File: src/rtl/pll_reset_seq.sv
// Reset sequencer: debounces the synchronised PLL lock, then releases the memory reset, then the system reset.
// Define PLL_RESET_SEQ_RELOCK_EN to build in the lock watchdog and the pll_reinit pulse.
module pll_reset_seq #(
    parameter int STABLE_CYCLES     = 1024,
    parameter int MEM_TO_SYS_CYCLES = 256,
    parameter int LOCK_TIMEOUT      = 50000,
    parameter int REINIT_PULSE      = 16
) (
    input  logic       clk,
    input  logic       resetn,
    input  logic       pll_lock,
    output logic       mem_resetn,
    output logic       sys_resetn,
    output logic       ready,
    output logic [7:0] lost_cnt,
    output logic       pll_reinit,
    output logic [2:0] state_dbg
);

    localparam logic [19:0] STABLE_LOAD = 20'(STABLE_CYCLES - 1);
    localparam logic [19:0] M2S_LOAD    = 20'(MEM_TO_SYS_CYCLES - 1);

    generate
        if (STABLE_CYCLES < 1 || STABLE_CYCLES > (1 << 20) ||
            MEM_TO_SYS_CYCLES < 1 || MEM_TO_SYS_CYCLES > (1 << 20) ||
            LOCK_TIMEOUT < 1 || LOCK_TIMEOUT > (1 << 20) ||
            REINIT_PULSE < 1 || REINIT_PULSE > (1 << 20)) begin : g_bad_params
            $error("pll_reset_seq: parameter out of range 1..2^20");
        end
    endgenerate

`ifdef PLL_RESET_SEQ_RELOCK_EN
    typedef enum logic [2:0] {
        WAIT_LOCK = 3'd0,
        STABLE    = 3'd1,
        REL_MEM   = 3'd2,
        RUN       = 3'd3,
        REINIT    = 3'd4
    } state_t;

    localparam logic [19:0] TMO_LAST    = 20'(LOCK_TIMEOUT - 1);
    localparam logic [19:0] PULSE_LOAD  = 20'(REINIT_PULSE - 1);

    logic [19:0] tmo_cnt;
`else
    typedef enum logic [2:0] {
        WAIT_LOCK = 3'd0,
        STABLE    = 3'd1,
        REL_MEM   = 3'd2,
        RUN       = 3'd3
    } state_t;
`endif

    state_t      state;
    logic [19:0] cnt;
    logic        lock_m;
    logic        lock_s;

    assign state_dbg = state;

    always_ff @(posedge clk) begin
        if (!resetn) begin
            lock_m     <= 1'b0;
            lock_s     <= 1'b0;
            state      <= WAIT_LOCK;
            cnt        <= '0;
            mem_resetn <= 1'b0;
            sys_resetn <= 1'b0;
            ready      <= 1'b0;
            lost_cnt   <= '0;
`ifdef PLL_RESET_SEQ_RELOCK_EN
            tmo_cnt    <= '0;
            pll_reinit <= 1'b0;
`endif
        end else begin
            lock_m <= pll_lock;
            lock_s <= lock_m;
            case (state)
                WAIT_LOCK: begin
                    if (lock_s) begin
                        cnt   <= STABLE_LOAD;
                        state <= STABLE;
`ifdef PLL_RESET_SEQ_RELOCK_EN
                        tmo_cnt <= '0;
                    end else if (tmo_cnt == TMO_LAST) begin
                        tmo_cnt    <= '0;
                        cnt        <= PULSE_LOAD;
                        pll_reinit <= 1'b1;
                        state      <= REINIT;
                    end else begin
                        tmo_cnt <= tmo_cnt + 20'd1;
`endif
                    end
                end
                // Lock loss is tested before counter expiry so it always wins.
                STABLE: begin
                    if (!lock_s) begin
                        cnt   <= '0;
                        state <= WAIT_LOCK;
                    end else if (cnt == '0) begin
                        mem_resetn <= 1'b1;
                        cnt        <= M2S_LOAD;
                        state      <= REL_MEM;
                    end else begin
                        cnt <= cnt - 20'd1;
                    end
                end
                REL_MEM: begin
                    if (!lock_s) begin
                        mem_resetn <= 1'b0;
                        cnt        <= '0;
                        state      <= WAIT_LOCK;
                    end else if (cnt == '0) begin
                        sys_resetn <= 1'b1;
                        ready      <= 1'b1;
                        state      <= RUN;
                    end else begin
                        cnt <= cnt - 20'd1;
                    end
                end
                RUN: begin
                    if (!lock_s) begin
                        mem_resetn <= 1'b0;
                        sys_resetn <= 1'b0;
                        ready      <= 1'b0;
                        cnt        <= '0;
                        state      <= WAIT_LOCK;
                        if (lost_cnt != 8'hFF) begin
                            lost_cnt <= lost_cnt + 8'd1;
                        end
                    end
                end
`ifdef PLL_RESET_SEQ_RELOCK_EN
                // Lock is deliberately ignored while the PLL is being re-initialised.
                REINIT: begin
                    if (cnt == '0) begin
                        pll_reinit <= 1'b0;
                        tmo_cnt    <= '0;
                        state      <= WAIT_LOCK;
                    end else begin
                        cnt <= cnt - 20'd1;
                    end
                end
`endif
                default: begin
                    mem_resetn <= 1'b0;
                    sys_resetn <= 1'b0;
                    ready      <= 1'b0;
                    cnt        <= '0;
                    state      <= WAIT_LOCK;
                end
            endcase
        end
    end

`ifndef PLL_RESET_SEQ_RELOCK_EN
    assign pll_reinit = 1'b0;
`endif

endmodule

File: config.mk
export PLATFORM = sky130hd
export DESIGN_NAME = pll_reset_seq
export DESIGN_NICKNAME = d
export VERILOG_FILES = /design/src/rtl/pll_reset_seq.sv
export SDC_FILE = /design/constraint.sdc
export NUM_CORES = 1
export LEC_CHECK = 0
export CAP_MARGIN = 30
export CORE_MARGIN = 2
export CORE_UTILIZATION = 50
export CTS_CLUSTER_SIZE = 12
export DETAILED_ROUTE_END_ITERATION = 12
export PLACE_DENSITY = 0.82
export SKIP_CTS_REPAIR_TIMING = 1
export SYNTH_ARGS = -nofsm -noshare
export SYNTH_HDL_FRONTEND = slang
export SYNTH_SLANG_ARGS = --single-unit
File: constraint.sdc
create_clock -name clk -period 4.1 [get_ports clk]
set_clock_uncertainty 0.15 [all_clocks]
set_input_delay 1.23 -clock clk [delete_from_list [all_inputs] [get_ports clk]]
set_output_delay 1.23 -clock clk [all_outputs]
set_load 0.005 [all_outputs]
---- Word level (Yosys, flattened, before mapping) ----
Cells that the tools add are included.
storage, ports and cells
  register bits ........................... 35
  bits in latches ......................... 0
  RAM bits ................................ 0
  bits in read-only memories .............. 0
  bits of input ports ..................... 3
  output and inout port bits .............. 15
  word-level logic and storage cells ...... 54
  memories ................................ 0
cells by class
  add/sub/neg operators ................... 2
  multipliers ............................. 0
  divide/modulo/power cells ............... 0
  order comparisons ....................... 0
  eq/ne operators ......................... 14
  shift operators ......................... 0
  multiplexer cells ....................... 19
  bitwise logic cells ..................... 3
  reductions and logical operators ........ 9
operators by type and width
  operator                                              count
  2-to-1 mux 20 bit                                     6
  case mux 20 bit (4 select lines)                      1
  logical NOT 20 bit                                    1
  subtractor 20 x 1 -> 20 bit (second input constant)   1
  2-to-1 mux 3 bit                                      6
  inequality test 2 bit (second input constant)         7
  case mux 3 bit (4 select lines)                       1
  AND reduction 4 bit                                   3
  inequality test 3 bit (second input constant)         3
  adder 8 x 1 -> 8 bit (second input constant)          1
  inequality test 8 bit (second input constant)         1
  equality test 3 x 2 -> 1 bit (second input constant)  2
  case mux 1 bit (3 select lines)                       2
  AND reduction 3 bit                                   2
  OR reduction 2 bit                                    2
  equality test 3 x 1 -> 1 bit (second input constant)  1
  logical NOT 3 bit                                     1
  2-to-1 mux 1 bit                                      3
  inverter 1 bit                                        3

---- Depth between registers and ports, before layout ----
  depth after elaboration ................. 4
  depth in mapped cells ................... 9
  mapped depth without buffers ............ 7

---- Worst setup path before layout ----
Ideal clock, no wire load.
  path kind ............................... input -> register
  start ................................... in resetn
  end ..................................... reg cnt[15]
  library setup time ...................... 0.117 ns
  arrival time ............................ 1.897 ns
  required time ........................... 3.833 ns
  setup slack ............................. 1.936 ns
  stages on the path ...................... 5
  path buffers ............................ 0
  cell sequence ........................... and2_1 -> nand2_1 -> a21oi_1 -> a22o_1 -> a22o_1
RTL lines
  item                    line  text
  start: declaration      10    input logic resetn,
  end signal: assignment  105   cnt <= cnt - 20'd1;
  end signal: assignment  118   cnt <= cnt - 20'd1;
  end: declaration        55    logic [19:0] cnt;

==> results.sh <==
export IMPL_status="finished, final reports clean"
export IMPL_design_core_area_sq_um=3970
export IMPL_rsz0062_at_grt="false"
export IMPL_fp_dieW_um=68.0
export IMPL_placed_area_sq_um=2200
export IMPL_p_per_area_nw_per_um2=347
export IMPL_clock_latency_ns=0.30
export IMPL_cpMostUsedCell="a22o_1"
export IMPL_yosysWarnings=0
export IMPL_slowest_delay_ns=0.81
export IMPL_synth_seq_cells=34
export IMPL_fin_nets=272
export IMPL_vias_per_cell=6.17
export IMPL_cts_tree="yes"
export IMPL_antenna_found_initial=0
export IMPL_gp_congestion=0.835
export IMPL_switching_power_uw=259
export IMPL_syn_inst=257
export IMPL_path_cells="clkdlybuf4s50_1, and2_1, nand2_1, a21oi_1, a22o_1, a22o_1"
export IMPL_cts_buffer_depth=2
export IMPL_crit_type="input port to flop"
export IMPL_fin_tns_setup_ns=0
export IMPL_synth_edf_count=0
export IMPL_n_antenna_cell=0
export IMPL_final_layout_size_suffix_gt1_frac=0.0749
export IMPL_r2r_slack_ns=1.49
export IMPL_path_delay_family="buffers and inverters"
export IMPL_grt_start_max_net_pins=23
export IMPL_cts_made_buffers=5
export IMPL_worstSetupStartpointType="input port"
export IMPL_fin_area_sq_um=2300
export IMPL_ys_top_cells_by_area="dfxtp_1 33%, nand2_1 4.4%, nand3_1 3.9%"
export IMPL_synth_ff_type="dfxtp_1"
export IMPL_grt_usage=0.230
export IMPL_synth_cell_types=59
export IMPL_initial_core_util=0.515
export IMPL_finalSetupViolations=0
export IMPL_worst_ep_required_time_ns=4.20
export IMPL_sw_frac_of_total=0.325
export IMPL_worst_pin_slew_ns=0.625
export IMPL_maxCapViolations=0
export IMPL_io_buffers=15
export IMPL_grt_ovfl_total=0
export IMPL_drcViolationCount=0
export IMPL_dieArea_sq_um=4620
export IMPL_syn_area_sq_um=2050
export IMPL_pwr_share_seq=0.451
export IMPL_hold_viol=0
export IMPL_crit_fanout=17
export IMPL_power_ir_vdd_worst_mv=0.239
export IMPL_slew_violations=0
export IMPL_yosysTopAreaCell="dfxtp_1"
export IMPL_antenna_left=0
export IMPL_maxSlewHeadroom=0.579
export IMPL_fp_dieH_um=68.0
export IMPL_cts_max_level=2
export IMPL_area_growth_pct=12.3
export IMPL_period_needed_ns=2.98
export IMPL_hpwl_um=3250
export IMPL_hold_path_class="flop to flop"
export IMPL_grt_pass1_wl_um=8010
export IMPL_finalCritPeriodShare=0.727
export IMPL_postLayoutCoreUtil=0.579
export IMPL_critPathSlowestCell="clkdlybuf4s50_1"
export IMPL_totalWireLength_um=4740
export IMPL_fmax_mhz=336
export IMPL_rows=23
export IMPL_end_kind="flop"
export IMPL_async_flop_share=0
export IMPL_clkSinkCount=34
export IMPL_arrival_ns=3.08
export IMPL_power_share_combinational=0.201
export IMPL_ios=18
export IMPL_p_int_uw=538
export IMPL_clockRootBuffer="clkbuf_8"
export IMPL_detailedRoute_firstPassIterationCount=7
export IMPL_wl_per_cell_um=14.9
export IMPL_yosysTopAreaCellShare=0.333
export IMPL_cts_clk_slew_worst_paths_ns=0.08
export IMPL_power_share_clock=0.347
export IMPL_dr_total_vias=1957
export IMPL_p_leak_nw=0.807
export IMPL_path_buf_inv=1
export IMPL_synth_yosys_seq_area_share=0.333
export IMPL_grt_pass1_vias=1708
export IMPL_first_iter_violations=161
export IMPL_avgSynthCellArea_sq_um=7.96
==> registers in the layout, indices dropped and copies added, names as in the netlist <==
register and cells:
ready 1, cnt 20, state_dbg 2, lost_cnt 8
lock_s 1, lock_m 1, mem_resetn 1
==> power groups by stage <==
stage / Combinational [mW] / Sequential (mW) / Clock (mW)
after floorplan: 0.132 / 0.357 / 0
after global placement: 0.156 / 0.367 / 0
after detailed placement: 0.156 / 0.367 / 0
after CTS: 0.158 / 0.359 / 0.279
after global routing: 0.177 / 0.362 / 0.295
final: 0.161 / 0.360 / 0.277
==> logic make-up (layout without fill, tap and decap cells) <==
kind of cell    count (synthesis)  count (layout)  share of synthesized area
compound gates                 77              77                      0.261
xor+xnor                        8               8                     0.0342
fa+ha+maj                       3               3                     0.0183
buf+inv                        26              35                     0.0587
flops                          34              34                      0.333
mux                             2               2                     0.0104
other cells                     1               2                    0.00183
simple gates                  106             106                      0.283
==> path summary, 6_finish.rpt <==
path         startpoint      end  cells past startpoint
min              lock_m   lock_s                      1
max reg2reg      cnt[0]  cnt[16]                      6
min reg2reg      lock_m   lock_s                      1
max              resetn  cnt[15]                      6
==> layout by cell type (no fill, tap or decap), types with 5 or more instances in the layout <==
cell type / count
o21ai_0: 15
inv_1: 9
clkdlybuf4s50_1: 15
nor2_1: 18
nor4_1: 5
clkbuf_8: 6
xnor2_1: 7
or3_1: 5
nand2_1: 24
nand3_1: 16
dfxtp_1: 34
nor3_1: 9
and2_1: 7
or4_1: 5
o31ai_1: 5
a21oi_1: 15
==> layout make-up <==
type                    count  area [sq um]
flip-flops and latches     34           681
repair buffers             18           173
well taps                  50          62.6
clock inverters             2          16.3
inverters                   9          33.8
clock buffers               6          82.6
fillers                   348          1670
multi-input cells         198          1250
==> per-stage QoR <==
step / hold slack, ns / std cells / setup slack, ns / power, mW
floorplan: 0.262 / 258 / 1.94 / 0.489
global placement: 0.263 / 309 / 0.934 / 0.522
detailed placement: 0.269 / 309 / 0.832 / 0.523
CTS: 0.290 / 317 / 1.16 / 0.796
global route: 0.315 / 317 / 0.960 / 0.833
finish: 0.288 / 317 / 1.12 / 0.798
==> worst register-to-register path: stages (launching register included) <==
cell      delay, ns
dfxtp_1        0.38
inv_1          0.12
ha_1           0.24
nor3b_1        0.55
nand3_1        0.37
or4_1          0.55
a21boi_0       0.18
==> synth_stat cells (2+ instances only) <==
cell type and instances:
dfxtp_1 34, nand2_1 24, nor2_1 18, nand3_1 16
a21oi_1 15, o21ai_0 15, clkbuf_1 10, inv_1 9
nor3_1 9, and2_1 7, xnor2_1 7, nor4_1 5
o31ai_1 5, or3_1 5, or4_1 5, a211oi_1 4
a22o_1 4, a31oi_1 4, o21a_1 4, a2111oi_0 3
buf_2 3, buf_4 3, ha_1 3, a211o_1 2
a21boi_0 2, a21boi_1 2, a31o_2 2, and4_1 2
nor3b_1 2, o2111ai_1 2, o31a_1 2, or2_2 2
==> metal layers <==
layer  share of wire  global-route usage  vias to the layer above
met5               0                   0                        -
met1            0.46               0.310                      906
li1                -                   -                      969
met4           0.022               0.125                        0
met3           0.065              0.0428                        9
met2            0.46               0.345                       73
Note: power is estimated with default switching activity, not from simulation.
